File: config.mk
export PLATFORM = sky130hd
export DESIGN_NAME = rvh_l1d_lst_plru
export DESIGN_NICKNAME = d
export VERILOG_FILES = /design/src/rtl/rvh_l1d_pkg.sv /design/src/rtl/rvh_l1d_plru_tree.sv /design/src/rtl/rvh_l1d_lst_plru.sv
export SDC_FILE = /design/constraint.sdc
export NUM_CORES = 1
export LEC_CHECK = 0
export ABC_CLOCK_PERIOD_IN_PS = 2700
export BUFFER_PORTS_ARGS = -buffer_cell sky130_fd_sc_hd__buf_4
export CAP_MARGIN = 10
export CELL_PAD_IN_SITES_DETAIL_PLACEMENT = 1
export CELL_PAD_IN_SITES_GLOBAL_PLACEMENT = 1
export CORE_MARGIN = 3
export CORE_UTILIZATION = 49
export CTS_CLUSTER_SIZE = 12
export DETAILED_ROUTE_END_ITERATION = 7
export PLACE_DENSITY = 0.81
export SYNTH_ARGS = -nofsm -noshare
export SYNTH_HDL_FRONTEND = slang
export SYNTH_SLANG_ARGS = --single-unit
File: constraint.sdc
create_clock -name clk -period 2.7 [get_ports clk]
set_input_delay 0.135 -clock clk [delete_from_list [all_inputs] [get_ports clk]]
set_output_delay 0.135 -clock clk [all_outputs]
set_load 0.03 [all_outputs]
File: src/rtl/rvh_l1d_pkg.sv
// L1D shared definitions.
// Holds the MESI line-state encoding used by the L1D bank, the line state
// table, the snoop path and the miss/refill logic. Also holds the default
// LR/SC reservation lifetime.
// No ports (package).
package rvh_l1d_pkg;

  // MESI coherence state of one cache line. INVALID must stay all-zeros
  // because the line state table resets its whole array to zero.
  typedef enum logic [1:0] {
    INVALID   = 2'b00,
    SHARED    = 2'b01,
    EXCLUSIVE = 2'b10,
    MODIFIED  = 2'b11
  } rrv64_mesi_type_e;

  // Width of one packed MESI field on flattened ports.
  localparam int unsigned MESI_W = $bits(rrv64_mesi_type_e);

  // Default number of cycles an LR reservation stays alive.
  localparam int unsigned L1D_RSV_TIMEOUT = 64;

endpackage

File: src/rtl/rvh_l1d_plru_tree.sv
// Combinational tree-PLRU helper for one set.
// Node 0 is the root; node n has children 2n+1 (lower half of the ways)
// and 2n+2 (upper half). A node bit of 1 means "victim is in the upper half".
// Ports:
//   bits_i        current PLRU bits of the set (WAY_NUM-1 nodes)
//   touch_way_i   way being accessed
//   bits_o        PLRU bits after touching touch_way_i
//   victim_way_o  victim way selected by walking bits_i from the root
module rvh_l1d_plru_tree #(
  parameter  int unsigned WAY_NUM = 4,
  localparam int unsigned WAY_W   = $clog2(WAY_NUM)
) (
  input  logic [WAY_NUM-2:0] bits_i,
  input  logic [WAY_W-1:0]   touch_way_i,
  output logic [WAY_NUM-2:0] bits_o,
  output logic [WAY_W-1:0]   victim_way_o
);

  // One extra bit so the walk index can reach the leaf level without wrap.
  localparam int unsigned NODE_W = WAY_W + 1;

  logic [NODE_W-1:0] touchIdx;
  logic              touchDir;
  logic [NODE_W-1:0] victimIdx;
  logic              victimDir;

  // Walk from the root towards the touched way, one level per way-index bit
  // (MSB first). Every node on the path is flipped to point at the other
  // half, so the just-used way is the last to be picked. Nodes are matched
  // by comparison rather than indexed directly so that the walk index can
  // be one bit wider than the node vector.
  always_comb begin
    bits_o   = bits_i;
    touchIdx = '0;
    touchDir = 1'b0;
    for (int lvl = 0; lvl < int'(WAY_W); lvl++) begin
      touchDir = touch_way_i[WAY_W-1-lvl];
      for (int n = 0; n < int'(WAY_NUM) - 1; n++) begin
        if (NODE_W'(n) == touchIdx) begin
          bits_o[n] = ~touchDir;
        end
      end
      touchIdx = (touchIdx << 1) + NODE_W'(1) + NODE_W'(touchDir);
    end
  end

  // Follow the node bits from the root; each bit taken is one victim-way
  // bit, MSB first, and also selects which child to visit next.
  always_comb begin
    victim_way_o = '0;
    victimIdx    = '0;
    victimDir    = 1'b0;
    for (int lvl = 0; lvl < int'(WAY_W); lvl++) begin
      victimDir = 1'b0;
      for (int n = 0; n < int'(WAY_NUM) - 1; n++) begin
        if (NODE_W'(n) == victimIdx) begin
          victimDir = bits_i[n];
        end
      end
      victim_way_o[WAY_W-1-lvl] = victimDir;
      victimIdx = (victimIdx << 1) + NODE_W'(1) + NODE_W'(victimDir);
    end
  end

endmodule

File: src/rtl/rvh_l1d_lst_plru.sv
// L1D line state table with tree-PLRU replacement and an LR/SC reservation.
// Stores a MESI state per (set, way), a PLRU tree per set, and one
// reservation with a timeout.
// Ports:
//   clk, rst                      clock, synchronous active-high reset
//   wr_vld_i/wr_set_i/wr_way_i/
//   wr_mesi_i                     prioritised MESI write ports (port 0 wins)
//   rd_set_i / rd_mesi_o          read ports, all way states of a set
//   touch_vld_i/_set_i/_way_i     PLRU access update
//   victim_set_i / victim_way_o /
//   victim_inv_o                  replacement victim for a set
//   rsv_set_i/_set_idx_i/_way_idx_i  create LR reservation
//   rsv_clr_i                     clear reservation
//   rsv_chk_set_i/_way_i/_ok_o    reservation check
module rvh_l1d_lst_plru
  import rvh_l1d_pkg::*;
#(
  parameter  int unsigned SET_NUM     = 32,
  parameter  int unsigned WAY_NUM     = 4,
  parameter  int unsigned WR_PORT_NUM = 2,
  parameter  int unsigned RD_PORT_NUM = 2,
  parameter  int unsigned RSV_TIMEOUT = L1D_RSV_TIMEOUT,
  localparam int unsigned SET_W       = $clog2(SET_NUM),
  localparam int unsigned WAY_W       = $clog2(WAY_NUM)
) (
  input  logic                                  clk,
  input  logic                                  rst,
  input  logic [WR_PORT_NUM-1:0]                wr_vld_i,
  input  logic [WR_PORT_NUM*SET_W-1:0]          wr_set_i,
  input  logic [WR_PORT_NUM*WAY_W-1:0]          wr_way_i,
  input  logic [WR_PORT_NUM*MESI_W-1:0]         wr_mesi_i,
  input  logic [RD_PORT_NUM*SET_W-1:0]          rd_set_i,
  output logic [RD_PORT_NUM*WAY_NUM*MESI_W-1:0] rd_mesi_o,
  input  logic                                  touch_vld_i,
  input  logic [SET_W-1:0]                      touch_set_i,
  input  logic [WAY_W-1:0]                      touch_way_i,
  input  logic [SET_W-1:0]                      victim_set_i,
  output logic [WAY_W-1:0]                      victim_way_o,
  output logic                                  victim_inv_o,
  input  logic                                  rsv_set_i,
  input  logic [SET_W-1:0]                      rsv_set_idx_i,
  input  logic [WAY_W-1:0]                      rsv_way_idx_i,
  input  logic                                  rsv_clr_i,
  input  logic [SET_W-1:0]                      rsv_chk_set_i,
  input  logic [WAY_W-1:0]                      rsv_chk_way_i,
  output logic                                  rsv_chk_ok_o
);

  localparam int unsigned CNT_W = $clog2(RSV_TIMEOUT) + 1;

  rrv64_mesi_type_e   mesi_q [SET_NUM][WAY_NUM];
  rrv64_mesi_type_e   mesi_d [SET_NUM][WAY_NUM];
  logic [WAY_NUM-2:0] plru_q [SET_NUM];
  logic [WAY_NUM-2:0] plru_d [SET_NUM];

  logic               rsvVld_q, rsvVld_d;
  logic [SET_W-1:0]   rsvSet_q, rsvSet_d;
  logic [WAY_W-1:0]   rsvWay_q, rsvWay_d;
  logic [CNT_W-1:0]   rsvCnt_q, rsvCnt_d;
  logic               rsvWrHit;

  logic [WAY_NUM-2:0] touchBits;
  logic [WAY_W-1:0]   plruVictim;
  logic [WAY_W-1:0]   invWay;
  logic               victimInv;
  logic [WAY_W-1:0]   unusedTouchVictim;
  logic [WAY_NUM-2:0] unusedVictimBits;

  // Merge all write ports into the next MESI array. Ports are applied from
  // the highest index down so that the lowest valid port targeting a line
  // is applied last and therefore wins; writes to distinct lines all land.
  always_comb begin
    mesi_d = mesi_q;
    for (int p = int'(WR_PORT_NUM) - 1; p >= 0; p--) begin
      if (wr_vld_i[p]) begin
        mesi_d[wr_set_i[p*SET_W +: SET_W]][wr_way_i[p*WAY_W +: WAY_W]] =
          rrv64_mesi_type_e'(wr_mesi_i[p*MESI_W +: MESI_W]);
      end
    end
  end

  // Read ports look straight at the stored array, so a write in the same
  // cycle is not visible until the following cycle.
  always_comb begin
    rd_mesi_o = '0;
    for (int p = 0; p < int'(RD_PORT_NUM); p++) begin
      for (int w = 0; w < int'(WAY_NUM); w++) begin
        rd_mesi_o[(p*WAY_NUM+w)*MESI_W +: MESI_W] =
          mesi_q[rd_set_i[p*SET_W +: SET_W]][w];
      end
    end
  end

  // Tree used to compute the updated PLRU bits of the touched set; its
  // victim output is not needed here.
  rvh_l1d_plru_tree #(
    .WAY_NUM (WAY_NUM)
  ) u_touch_tree (
    .bits_i       (plru_q[touch_set_i]),
    .touch_way_i  (touch_way_i),
    .bits_o       (touchBits),
    .victim_way_o (unusedTouchVictim)
  );

  // Tree used to walk the victim set; its touch output is not needed here.
  rvh_l1d_plru_tree #(
    .WAY_NUM (WAY_NUM)
  ) u_victim_tree (
    .bits_i       (plru_q[victim_set_i]),
    .touch_way_i  ('0),
    .bits_o       (unusedVictimBits),
    .victim_way_o (plruVictim)
  );

  // Only touches move the PLRU state; MESI writes leave it alone, so a touch
  // and a write to the same set in one cycle both take effect.
  always_comb begin
    plru_d = plru_q;
    if (touch_vld_i) begin
      plru_d[touch_set_i] = touchBits;
    end
  end

  // An empty way is always the cheapest victim, so prefer the lowest-index
  // INVALID way and only fall back to the PLRU choice when the set is full.
  always_comb begin
    victimInv = 1'b0;
    invWay    = '0;
    for (int w = int'(WAY_NUM) - 1; w >= 0; w--) begin
      if (mesi_q[victim_set_i][w] == INVALID) begin
        victimInv = 1'b1;
        invWay    = WAY_W'(w);
      end
    end
    victim_way_o = victimInv ? invWay : plruVictim;
    victim_inv_o = victimInv;
  end

  // Any valid write port that lands on the reserved line breaks the
  // reservation, whatever state it writes.
  always_comb begin
    rsvWrHit = 1'b0;
    for (int p = 0; p < int'(WR_PORT_NUM); p++) begin
      if (wr_vld_i[p] &&
          (wr_set_i[p*SET_W +: SET_W] == rsvSet_q) &&
          (wr_way_i[p*WAY_W +: WAY_W] == rsvWay_q)) begin
        rsvWrHit = 1'b1;
      end
    end
  end

  // Reservation next state. A new LR always takes over, even over a clear
  // in the same cycle. Otherwise a live reservation counts down and dies on
  // clear, on a write hit, or when the counter has reached 1, which gives a
  // lifetime of exactly RSV_TIMEOUT cycles.
  always_comb begin
    rsvVld_d = rsvVld_q;
    rsvSet_d = rsvSet_q;
    rsvWay_d = rsvWay_q;
    rsvCnt_d = rsvCnt_q;
    if (rsv_set_i) begin
      rsvVld_d = 1'b1;
      rsvSet_d = rsv_set_idx_i;
      rsvWay_d = rsv_way_idx_i;
      rsvCnt_d = CNT_W'(RSV_TIMEOUT);
    end else if (rsvVld_q) begin
      if (rsv_clr_i || rsvWrHit || (rsvCnt_q == CNT_W'(1))) begin
        rsvVld_d = 1'b0;
        rsvCnt_d = '0;
      end else begin
        rsvCnt_d = rsvCnt_q - CNT_W'(1);
      end
    end
  end

  assign rsv_chk_ok_o = rsvVld_q &&
                        (rsv_chk_set_i == rsvSet_q) &&
                        (rsv_chk_way_i == rsvWay_q);

  // State registers. Reset empties every line, clears all PLRU trees and
  // drops the reservation, overriding any request in the same cycle.
  always_ff @(posedge clk) begin
    if (rst) begin
      for (int s = 0; s < int'(SET_NUM); s++) begin
        for (int w = 0; w < int'(WAY_NUM); w++) begin
          mesi_q[s][w] <= INVALID;
        end
        plru_q[s] <= '0;
      end
      rsvVld_q <= 1'b0;
      rsvSet_q <= '0;
      rsvWay_q <= '0;
      rsvCnt_q <= '0;
    end else begin
      mesi_q   <= mesi_d;
      plru_q   <= plru_d;
      rsvVld_q <= rsvVld_d;
      rsvSet_q <= rsvSet_d;
      rsvWay_q <= rsvWay_d;
      rsvCnt_q <= rsvCnt_d;
    end
  end

endmodule

==> summary.md <==
| Metric | Value |
|---|---|
| Worst slew margin | `0.285` |
| DRT Pass-1 Iters | `5` |
| Mapped cell area | `23900 sq um` |
| Yosys warning total | `0` |
| Max Clock Freq | `341 MHz` |
| Congestion Overflow GR | `0` |
| # rows | `80` |
| Via/cell ratio | `7.09` |
| Final max-slew violation count | `0` |
| Minimum clock period | `slightly below 3 ns` |
| Cells after DPL | `3184` |
| I/O Buffers | `80` |
| Unrepaired setup endpoints after global routing | `yes` |
| Most Frequent Cell on Critical Path | `mux4_2` |
| Leak | `9.57 nW` |
| Status | `complete, but fails checks` |
| CTS max path bufs | `3` |
| Syn_nets | `roughly 2700` |
| Final wirelength | `101 mm` |
| Share of cells above drive strength 1 | `0.251` |
| Avg Inst Size Synth | `roughly 9.1 sq um` |
| # Max-Cap Violations | `0` |
| Layout area overhead | `15.1%` |
| Worst-Margin Slew | `between 1 and 1.5 ns` |
| First-pass GRT wire length | `154 mm` |
| Start point of the critical path | `mesi_q[205]` |
| All-Layer GR Usage | `0.394` |
| Fin worst setup slack | `-0.236 ns` |
| Critical Path Max Stage Delay | `between 0.5 and 0.6 ns` |
| Clock Latency Late Sink | `between 0.5 and 0.6 ns` |
| Starting Density | `0.499` |
| Clock H-tree levels | `2` |
| CP endpoint kind | `primary output` |
| Final hold vios | `0` |
| Chip width | `227 um` |
| Hold Path Class | `in2reg` |
| HP Start | `touch_way_i[1]` |
| Violation count after the first detailed-routing iteration | `between 2000 and 3000` |
| Predominant post-synthesis flop cell | `dfxtp_1` |
| CP Class | `reg2out` |
| Post-synthesis sequential area ratio | `0.307` |
| Vias in the first global route | `24814` |
| Period utilization | `1.09` |
| Vias after detailed routing | `~24000` |
| Die area | `51500 sq um` |
| Reg clk slew, reported paths | `0.06 ns` |
| Clock Sinks | `between 300 and 400` |
| Yosys reg bits | `367` |
| Final ANT Viol Nets | `0` |
| Cell taking the most area after synthesis | `dfxtp_1` |
| CTS Buf Count | `44` |
| CP startpoint kind | `register` |
| Clock skew | `0.0176 ns` |
| Worst reg2reg startpoint | `plru_q[7]` |
| Req. time, crit path | `2.57 ns` |
| Fin cells | `roughly 3300` |
| Ports | `81` |
| Async set-or-reset flop fraction in the synthesized netlist | `0` |
| Failing checks | `setup timing` |
| Post-synth EDFFs | `0` |
| Final net count | `2732` |
| Detailed Place HPWL | `66.5 mm` |
| CP cell instances | `nor2_4 > mux4_2 > mux4_2 > mux2i_4 > nand2_2 > a31oi_1 > buf_4` |
| Root buf cell | `clkbuf_16` |
| WL/cell | `30.6 um` |
| Power, Total | `13.3 mW` |
| Pin count of the biggest net entering global routing | `95` |
| Cells after Synth | `2629` |
| CP max-delay cell | `mux4_2` |
| Final setup vio count | `6` |
| Initial antenna violation count | `4` |
| Core ar. | `47900 sq um` |
| DRC viols | `0` |
| Power density cells | `484 nW/um^2` |
| Top cells by area, synth | `dfxtp_1 31%, mux4_2 22%, mux2i_1 11%, a211oi_1 9.1%, nor2_1 8.7%` |
| Peak supply drop | `approximately 0.44 mV` |
| Yosys cell types | `44` |
| Crit path DAT | `2.80 ns` |
| CTS tree | `yes` |
| Die Y | `227 um` |
| CP Max Fanout | `2` |
| Placer Congestion | `around 1.0` |
| Yosys top cell area share | `0.307` |
[logic make-up (layout without fill, tap and decap cells)]
family | after synthesis | after routing | synth area share
XOR/XNOR | 21 | 21 | 0.00769
adder cells (fa/ha/maj) | 2 | 2 | 0.00105
multiplexers | 522 | 522 | 0.339
other | 0 | 2 | 0
AND/OR/NAND/NOR | 1066 | 1066 | 0.183
AO/OA/AOI/OAI | 417 | 417 | 0.120
flip-flops | 367 | 367 | 0.307
buffers and inverters | 234 | 304 | 0.0415
[what timing repair did]
| action | CTS | global route |
|---|---|---|
| resized for setup | 172 | 8 |
| setup buffers | 34 | 0 |
| endpoints found under the setup margin | 4 | 8 |
| hold buffers | 20 | 0 |
| endpoints found under the hold margin | 37 | 0 |
| pin swaps | 10 | 1 |
[layer usage]
metal  track usage  vias up  share of wire
li1              -     9777              -
met1         0.467    11723           0.36
met2         0.626     1488           0.46
met3         0.103      512          0.099
met4         0.275        4          0.081
met5             0        -        0.00026
[critical path: cells and delay by family, from the launching register on]
| family | cells | cell delay [ns] |
|---|---|---|
| buffers and inverters | 1 | 0.20 |
| AOI/OAI and AO/OA | 1 | 0.19 |
| and+or+nand+nor | 2 | 0.12 |
| DFF | 1 | 0.45 |
| muxes | 3 | 1.22 |
[synth_stat cells, types with 3 or more instances]
master and n:
nor2_1 555, dfxtp_1 367, nand2_1 309, a211oi_1 289, mux2i_1 273, mux4_2 229, clkbuf_1 168, a21oi_1 101
nand3_1 88, nor3_1 44, buf_2 34, xnor2_1 21, mux2_2 20, buf_1 17, a22oi_1 10, nor2b_1 9
buf_6 8, nand4_1 8, nand3b_1 7, or3_1 7, nand2b_1 6, nor3b_1 6, or2_2 6, and3_1 5
and3b_1 5, or3b_2 5, inv_1 4, a31oi_1 3, buf_4 3, nor4_1 3
[cell type report]
| type | instances | area [sq um] |
|---|---|---|
| fill | 5324 | 20400 |
| tap | 615 | 769 |
| multi-input combinational | 2028 | 15800 |
| clock buffer | 61 | 1290 |
| timing repair buffer | 224 | 1970 |
| inverter | 4 | 15.0 |
| antenna | 2 | 5.00 |
| clock inverter | 15 | 184 |
| sequential | 367 | 7550 |
[flip-flops by register name, indices dropped and copies added, names as in the netlist]
| register | flops |
|---|---|
| rsvVld_q | 1 |
| rsvWay_q | 2 |
| rsvSet_q | 5 |
| plru_q | 96 |
| mesi_q | 256 |
| rsvCnt_q | 7 |
[where the power goes]
group | switching (mW) | total, mW | internal, mW
combinational | 1.04 | 1.57 | 0.534
clock | 2.56 | 6.25 | 3.69
sequential | 0.0567 | 5.50 | 5.44
total | 3.66 | 13.3 | 9.67
[through the flow]
stage / setup TNS, ns / util / setup slack, ns / hold slack, ns / cell area (sq um)
6_report: -0.867 / 0.574 / -0.236 / 0.0999 / 27500
5_1_grt: -0.952 / 0.574 / -0.267 / 0.119 / 27500
3_3_place_gp: 0 / 0.526 / 0.125 / 0.367 / 25200
3_5_place_dp: 0 / 0.526 / 0.0533 / 0.385 / 25200
2_1_floorplan: 0 / - / 0.296 / 0.282 / 23900
4_1_cts: -0.303 / 0.574 / -0.115 / 0.0869 / 27500
[final timing paths]
kind,slack (ns),to,depth (start not counted)
worst max-delay path,-0.24,victim_way_o[1],7
worst min-delay path,0.1,plru_q[39],2
worst max register to register,0.48,plru_q[73],6
worst min register to register,0.47,plru_q[53],2
[cell usage in the layout (no fill, tap or decap), types with 7 or more instances in the layout]
cell | netlist | routed
nor2_1 | 555 | 544
nand2_1 | 309 | 308
a211oi_1 | 289 | 289
mux2i_1 | 273 | 271
dfxtp_1 | 367 | 250
mux4_2 | 229 | 229
buf_4 | 3 | 180
a21oi_1 | 101 | 101
dfxtp_2 | 0 | 96
nand3_1 | 88 | 87
clkbuf_16 | 0 | 45
nor3_1 | 44 | 40
xnor2_1 | 21 | 21
dfxtp_4 | 0 | 21
dlygate4sd3_1 | 0 | 20
buf_12 | 0 | 16
mux2_2 | 20 | 13
clkbuf_8 | 0 | 10
nor2b_1 | 9 | 9
nor2_2 | 0 | 8
a22oi_1 | 10 | 8
nand4_1 | 8 | 8
clkinv_2 | 0 | 8
nand3b_1 | 7 | 7
mux2_4 | 0 | 7
or3_1 | 7 | 7
buf_6 | 8 | 7
(Power assumes the default switching activity.)
